## src/rtl/llac_common_pkg.sv

```systemverilog
// Shared types and constants for the level-conditioning blocks.
//   debounce_state_t : debouncer FSM encoding (stable level / qualifying a candidate)
//   SYNC_MIN_STAGES  : shallowest synchroniser chain considered metastability-safe
package llac_common_pkg;

    typedef enum logic {
        DB_STABLE = 1'b0,
        DB_QUAL   = 1'b1
    } debounce_state_t;

    localparam int SYNC_MIN_STAGES = 2;

endpackage

```

## src/rtl/sync_ff_chain.sv

```systemverilog
// Plain flop chain for bringing an asynchronous level into the clk domain.
// Ports:
//   clk  in  system clock
//   rst  in  asynchronous, active-high reset; every stage loads RESET_LEVEL
//   d    in  asynchronous input level
//   q    out last stage of the chain (STAGES cycles of delay)
module sync_ff_chain #(
    parameter int   STAGES      = 2,
    parameter logic RESET_LEVEL = 1'b0
) (
    input  logic clk,
    input  logic rst,
    input  logic d,
    output logic q
);

    logic [STAGES-1:0] chain;

    always_ff @(posedge clk or posedge rst) begin
        if (rst) begin
            chain <= {STAGES{RESET_LEVEL}};
        end else begin
            chain <= {chain[STAGES-2:0], d};
        end
    end

    assign q = chain[STAGES-1];

endmodule

```

## src/rtl/sig_debounce.sv

```systemverilog
// Debouncer for asynchronous control/status levels. The input is synchronised,
// then a new level is accepted only after STABLE_CYCLES consecutive enabled
// cycles in which the synchronised level differs from the current clean level.
// Ports:
//   clk        in  system clock
//   rst        in  asynchronous, active-high reset
//   sig_async  in  raw asynchronous input level
//   en         in  qualification enable; 0 freezes sig_clean and drops any candidate
//   sig_clean  out debounced level, registered
//   rise       out one-cycle strobe, high the cycle sig_clean becomes 1
//   fall       out one-cycle strobe, high the cycle sig_clean becomes 0
//   busy       out high while a candidate level is being timed
module sig_debounce
    import llac_common_pkg::*;
#(
    parameter int   SYNC_STAGES   = 2,
    parameter int   STABLE_CYCLES = 1000,
    parameter logic RESET_LEVEL   = 1'b0
) (
    input  logic clk,
    input  logic rst,
    input  logic sig_async,
    input  logic en,
    output logic sig_clean,
    output logic rise,
    output logic fall,
    output logic busy
);

    localparam int CNT_W = $clog2(STABLE_CYCLES + 1);
    // Count value at which the STABLE_CYCLES-th differing cycle is being closed.
    localparam logic [CNT_W-1:0] CNT_LAST = CNT_W'(STABLE_CYCLES - 1);

    generate
        if (SYNC_STAGES < SYNC_MIN_STAGES) begin : g_bad_sync_stages
            $error("sig_debounce: SYNC_STAGES must be >= %0d", SYNC_MIN_STAGES);
        end
        if (STABLE_CYCLES < 1) begin : g_bad_stable_cycles
            $error("sig_debounce: STABLE_CYCLES must be >= 1");
        end
    endgenerate

    logic sync_out;

    sync_ff_chain #(
        .STAGES      (SYNC_STAGES),
        .RESET_LEVEL (RESET_LEVEL)
    ) u_sync (
        .clk (clk),
        .rst (rst),
        .d   (sig_async),
        .q   (sync_out)
    );

    debounce_state_t  state, state_n;
    logic [CNT_W-1:0] cnt, cnt_n;
    logic             clean_n, rise_n, fall_n;
    logic             diff;

    assign diff = (sync_out != sig_clean);

    always_comb begin
        state_n = state;
        cnt_n   = cnt;
        clean_n = sig_clean;
        rise_n  = 1'b0;
        fall_n  = 1'b0;
        case (state)
            DB_STABLE: begin
                cnt_n = '0;
                if (diff && en) begin
                    if (STABLE_CYCLES == 1) begin
                        // One differing cycle is enough: accept without visiting QUAL.
                        clean_n = ~sig_clean;
                        rise_n  = ~sig_clean;
                        fall_n  = sig_clean;
                    end else begin
                        // This cycle already counts as the first differing one.
                        state_n = DB_QUAL;
                        cnt_n   = CNT_W'(1);
                    end
                end
            end
            DB_QUAL: begin
                if (!en || !diff) begin
                    state_n = DB_STABLE;
                    cnt_n   = '0;
                end else if (cnt == CNT_LAST) begin
                    clean_n = ~sig_clean;
                    rise_n  = ~sig_clean;
                    fall_n  = sig_clean;
                    state_n = DB_STABLE;
                    cnt_n   = '0;
                end else begin
                    cnt_n = cnt + CNT_W'(1);
                end
            end
            default: begin
                state_n = DB_STABLE;
                cnt_n   = '0;
            end
        endcase
    end

    always_ff @(posedge clk or posedge rst) begin
        if (rst) begin
            state     <= DB_STABLE;
            cnt       <= '0;
            sig_clean <= RESET_LEVEL;
            rise      <= 1'b0;
            fall      <= 1'b0;
        end else begin
            state     <= state_n;
            cnt       <= cnt_n;
            sig_clean <= clean_n;
            rise      <= rise_n;
            fall      <= fall_n;
        end
    end

    assign busy = (state == DB_QUAL);

endmodule

```

## config.mk

```make
export PLATFORM = sky130hd
export DESIGN_NAME = sig_debounce
export DESIGN_NICKNAME = d
export VERILOG_FILES = /design/src/rtl/llac_common_pkg.sv /design/src/rtl/sync_ff_chain.sv /design/src/rtl/sig_debounce.sv
export SDC_FILE = /design/constraint.sdc
export NUM_CORES = 1
export LEC_CHECK = 0
export CAP_MARGIN = 20
export CORE_MARGIN = 2
export CORE_UTILIZATION = 40
export CTS_CLUSTER_SIZE = 16
export DETAILED_ROUTE_END_ITERATION = 10
export GPL_ROUTABILITY_DRIVEN = 1
export PLACE_DENSITY = 0.7
export SLEW_MARGIN = 20
export SYNTH_ARGS = -nofsm -noshare
export SYNTH_HDL_FRONTEND = slang
export SYNTH_HIERARCHICAL = 1
export SYNTH_SLANG_ARGS = --single-unit
```

## constraint.sdc

```tcl
create_clock -name clk -period 1.5 [get_ports clk]
set_input_delay 0.15 -clock clk [delete_from_list [all_inputs] [get_ports clk]]
set_output_delay 0.15 -clock clk [all_outputs]
set_load 0.01 [all_outputs]
```

==> flow_summary.toml, run 1 <==
[logic_synthesis]
synth_cell_types = 24
synth_top_area_share_pct = 53.7
synth_most_common_cell = "dfrtp_1"
yosysSeqAreaShare_pct = 53.7
synth_area_leader_cell = "dfrtp_1"
synth.area.top_cells = "dfrtp_1 (54%), nor2_1 (5.0%), xnor2_1 (4.7%), xor2_1 (3.5%), nor4_4 (2.9%)"
synth_edf_count = 0
syn_inst = 68
ys.flop_type = "dfrtp_1"
syn_nets = 73
synth_area_sq_um = 746
async_flop_share_pct = 100
yosys_warnings = 6
synth.avg_cell_area_sq_um = 11.0
synth-seq-cells = 16
synth_common_cells = "dfrtp_1 (16), nor2_1 (10), inv_1 (5)"

[clock_network]
cts-root-buf = "clkbuf_4"
cts_tree = "yes"
cts_max_path_buffers = 2
cts.clk_slew.worst_paths_ns = 0.09
cts-hold-fix-buffers = 0
htree_levels = 1
numCtsBuffers = 3
insertion_delay_ns = 0.28
clock-sinks = 16

[critical_path]
max_stage_delay_ns = 0.44
worstPathArrival_ns = 1.63
critPathRequiredTime_ns = 1.68
cp_top_family = "simple AND/OR/NAND/NOR gates"
cpMaxStageDelayCell = "dfrtp_1"
path_cells = "ha_4 -> nand2_4 -> nor4_4 -> buf_4 -> o21a_1 -> nor2_1"
path_class = "reg2reg"
critical_path.startpoint_type = "register"
worst_setup_path_end_kind = "register"
cp_max_fo = 4
worst-path-buf-inv = 1

[detailed_routing]
antenna_left = 0
drtPass1Iterations = 4
drc = 0
vias = 519
via_per_inst = 4.85
drtIter0Drc = 11
wl_um = 1230
wl_per_cell_um = 11.5

[global_route]
grt_use_total_pct = 14.0
first_global_vias = 503
antenna_found_initial = 0
grt_remaining_overflow = 0
grt_pass1_wl_um = 2130
grt_max_degree = 15

[timing]
hold_viol = 0
fin_crit_ns = 1.45
drv_slew = 0
post-route-period-util_pct = 96.4
worstMarginPinSlew_ns = 0.507
max_slew_margin_pct = 66.1
rsz0062_at_grt = "true"
fin_setup_tns_ns = 0
setup_viol = 0
fmax_ghz = 0.692
clock_skew_ns = 0.00443

[floorplan]
ios = 8
die_x_um = 47.2
coreArea_sq_um = 1750
die_area_sq_um = 2230
initial_core_util_pct = 42.7
rows = 15
dieHeight_um = 47.2

[hold_path]
hold_path.class = "in2async"

[placed_design]
dp.cells = 100
hpwl_um = 906
place_congestion = 0.735
portBuffers = 7

[cells_and_area]
nNetsFinal = 88
post-route-util_pct = 53.0
diodes = 0
drive_gt1_share_pct = 20.7
syn2layout_area_growth_pct = 24.0
fin_cells = 107

[status]
outcome = "finished clean"

[power_and_ir_drop]
p_leak_nw = 0.383
total_power_w = 0.000756
p_per_area_nw_per_um2 = 818
ir_drop_uv = 510

[flow_run]
cap_violations = 0
sequential cells by signal (all words and copies together) (netlist names):
name	flops
u_sync/chain	2
rise	1
fall	1
cnt	10
busy	1
sig_clean	1
routing by layer:
| layer | part of all wire (%) | global-route usage (%) | wire (um) |
|---|---|---|---|
| met1 | 49 | 19.2 | 599 |
| met2 | 49 | 20.8 | 598 |
| met3 | 1.5 | 2.31 | 19 |
| met4 | 0.98 | 8.33 | 12 |
| met5 | 0 | 0 | 0 |
placed cells by master (no fill, tap or decap), types with 3 or more instances in the layout:
cell,n
a21oi_1,4
nand3_1,4
dfrtp_1,15
xor2_1,3
xnor2_1,4
and3_1,3
nor2_1,10
buf_4,3
inv_1,5
clkdlybuf4s50_1,7
clkbuf_4,3
where the power goes:
| group | total [W] | switching (W) | internal, W |
|---|---|---|---|
| sequential | 0.000442 | 0.00000481 | 0.000437 |
| combinational | 0.0000333 | 0.0000177 | 0.0000156 |
| clock | 0.000281 | 0.000134 | 0.000148 |
metrics by stage:
step	setup WS, ns	hold WS, ns	cell area (sq um)
floorplan	0.163	-0.109	746
global placement	0.0741	0.332	847
detailed placement	0.0163	0.344	847
CTS	0.00750	0.0368	883
global route	-0.0219	0.0485	925
finish	0.0544	0.0406	925
final timing paths:
kind,depth (start not counted),to,slack (ns),start
setup / recovery,6,cnt[0],0.05,cnt[1]
hold / removal,2,u_sync/chain[0],0.04,rst
setup reg to reg,6,cnt[0],0.05,cnt[1]
hold reg to reg,0,u_sync/chain[1],0.36,u_sync/chain[0]
max in group asynchronous,2,sig_clean,0.91,rst
min in group clk,1,u_sync/chain[0],0.30,sig_async
layout make-up:
cell class                      instances  area, sq um
Sequential cell                        16          402
Fill cell                             156          821
Multi-Input combinational cell         47          344
Timing Repair Buffer                   10         92.6
Inverter                                5         18.8
Tap cell                               25         31.3
Clock buffer                            4         36.3
kinds of logic (layout without fill, tap and decap cells):
family / after synthesis / in the layout / synth area share (%)
AO/OA/AOI/OAI: 8 / 8 / 7.55
buffers and inverters: 5 / 19 / 2.52
adder cells (fa/ha/maj): 1 / 1 / 1.68
flip-flops: 16 / 16 / 53.7
XOR/XNOR: 7 / 7 / 8.22
AND/OR/NAND/NOR: 31 / 31 / 26.3
repair_timing:
item                       in CTS  in global routing
gates resized for setup         0                  4
setup buffers                   0                  3
setup endpoints to repair       0                  8
Power figures use the tool's default switching activity.
==> run 2: changes to the inputs <==
Settings changed: GPL_ROUTABILITY_DRIVEN 1 to default.
==> results of run 2 <==
Same layout as run 1: the final DEF is identical, and so are final timing and power.
==> run 3: changes to the inputs <==
Clock period 1.5 ns to 1.9 ns, I/O delays scaled along.
==> flow_summary.toml, run 3 (synthesis gave the netlist of run 1 again) <==
[timing]
drv_slew = 0
setup_viol = 0
fin_setup_tns_ns = 0
hold_viol = 0
clock_skew_ns = 0.00474
worst_slack_ns = 0.422
rsz0062_at_grt = "false"
fmax_ghz = 0.676
max_slew_margin_pct = 65.8
post-route-period-util_pct = 77.8
worstMarginPinSlew_ns = 0.512
fin_crit_ns = 1.48

[clock_network]
numCtsBuffers = 3
cts.clk_slew.worst_paths_ns = 0.09
cts-root-buf = "clkbuf_4"
cts_max_path_buffers = 2
insertion_delay_ns = 0.29
cts-hold-fix-buffers = 0
clock-sinks = 16
post_cts_resized = 0
postCtsSetupBuffers = 0
cts_tree = "yes"
htree_levels = 1

[detailed_routing]
drtIter0Drc = 7
wl_um = 1190
drc = 0
via_per_inst = 4.96
wl_per_cell_um = 11.5
drtPass1Iterations = 4
antenna_left = 0
vias = 516

[floorplan]
initial_core_util_pct = 42.7
dieHeight_um = 47.2
rows = 15
coreArea_sq_um = 1750
ios = 8
die_x_um = 47.2
die_area_sq_um = 2230

[critical_path]
r2r-start = "cnt[0]"
timing.rr.end = "cnt[5]"
ff2ff_setup_slack_ns = 0.43
worst-r2r-cell-count = 5
cp_max_fo = 5
critPathRequiredTime_ns = 1.71
critical_path.startpoint_type = "register"
cp_top_family = "buffers and inverters"
path_cells = "clkdlybuf4s50_1"
max_stage_delay_ns = 0.57
worst-path-buf-inv = 1
startpoint = "sig_clean"
worstPathArrival_ns = 1.29
cpMaxStageDelayCell = "clkdlybuf4s50_1"
path_class = "reg2out"
worst_setup_path_end_kind = "primary output"

[power_and_ir_drop]
ir_drop_uv = 400
power_frac_comb_pct = 4.0
power.switching_w = 0.000124
p_per_area_nw_per_um2 = 675
internal-power_w = 0.000472
share_seq_of_total_power_pct = 58.4
pwr-share-clk_pct = 37.6
p_sw_share_pct = 20.8
p_leak_nw = 0.355

[global_route]
grt_use_total_pct = 14.1
first_global_vias = 503
grt_remaining_overflow = 0
antenna_found_initial = 0
grt_max_degree = 15
grt_pass1_wl_um = 2140

[cells_and_area]
largest_reg_flops = 10
syn2layout_area_growth_pct = 18.5
drive_gt1_share_pct = 15.2
diodes = 0
layout_commonest_cell = "dfrtp_1"
nNetsFinal = 85
layout_common_cells = "dfrtp_1 (16), nor2_1 (10), clkdlybuf4s50_1 (7)"
largest-register = "cnt"
reg_top3 = "cnt: 10 flops, u_sync/chain: 2 flops"

[placed_design]
portBuffers = 7
place_congestion = 0.735
hpwl_um = 907
dp_slack_ns = 0.416

[hold_path]
hold_path.class = "in2async"

[flow_run]
cap_violations = 0

[status]
outcome = "finished clean"
-- run 3: area by class of cell --
cell class	instances	area (sq um)
flip-flops and latches	16	400
multi-input cells	47	327
well taps	25	31.3
repair buffers	7	70.1
clock buffers	4	36.3
inverters	5	18.8
fillers	165	862
-- run 3: power groups by stage --
stage          registers (W)  logic [W]  clock network [W]
2_1_floorplan       0.000355  0.0000119                  0
3_3_place_gp        0.000355  0.0000244                  0
3_5_place_dp        0.000355  0.0000248                  0
4_1_cts             0.000348  0.0000249           0.000230
5_1_grt             0.000349  0.0000277           0.000236
6_report            0.000348  0.0000240           0.000224
-- run 3: layer usage --
layer	vias to the layer above	track usage, %	part of all wire (%)	routed length [um]
met4	0	8.33	2.5	30
met3	4	2.31	2.0	24
met2	7	20.8	47	567
met1	249	19.4	48	571
li1	256	-	-	-
met5	-	0	0	0
-- run 3: worst max path at each step --
stage	endpoint	slack [ns]	depth (start not counted)
6_report	sig_clean	0.42	1
5_1_grt	cnt[6]	0.28	5
4_1_cts	cnt[5]	0.41	5
3_5_place_dp	cnt[5]	0.42	5
3_3_place_gp	cnt[5]	0.47	5
2_1_floorplan	cnt[5]	0.56	5
-- run 3: through the flow --
stage | util, % | hold slack [ns] | area, sq um | instances | total power, W
2_1_floorplan | - | -0.0688 | 746 | 68 | 0.000367
3_3_place_gp | 48.5 | 0.340 | 847 | 100 | 0.000379
3_5_place_dp | 48.5 | 0.348 | 847 | 100 | 0.000380
4_1_cts | 50.6 | 0.0768 | 883 | 104 | 0.000603
5_1_grt | 50.6 | 0.0887 | 883 | 104 | 0.000613
6_report | 50.6 | 0.0755 | 883 | 104 | 0.000596
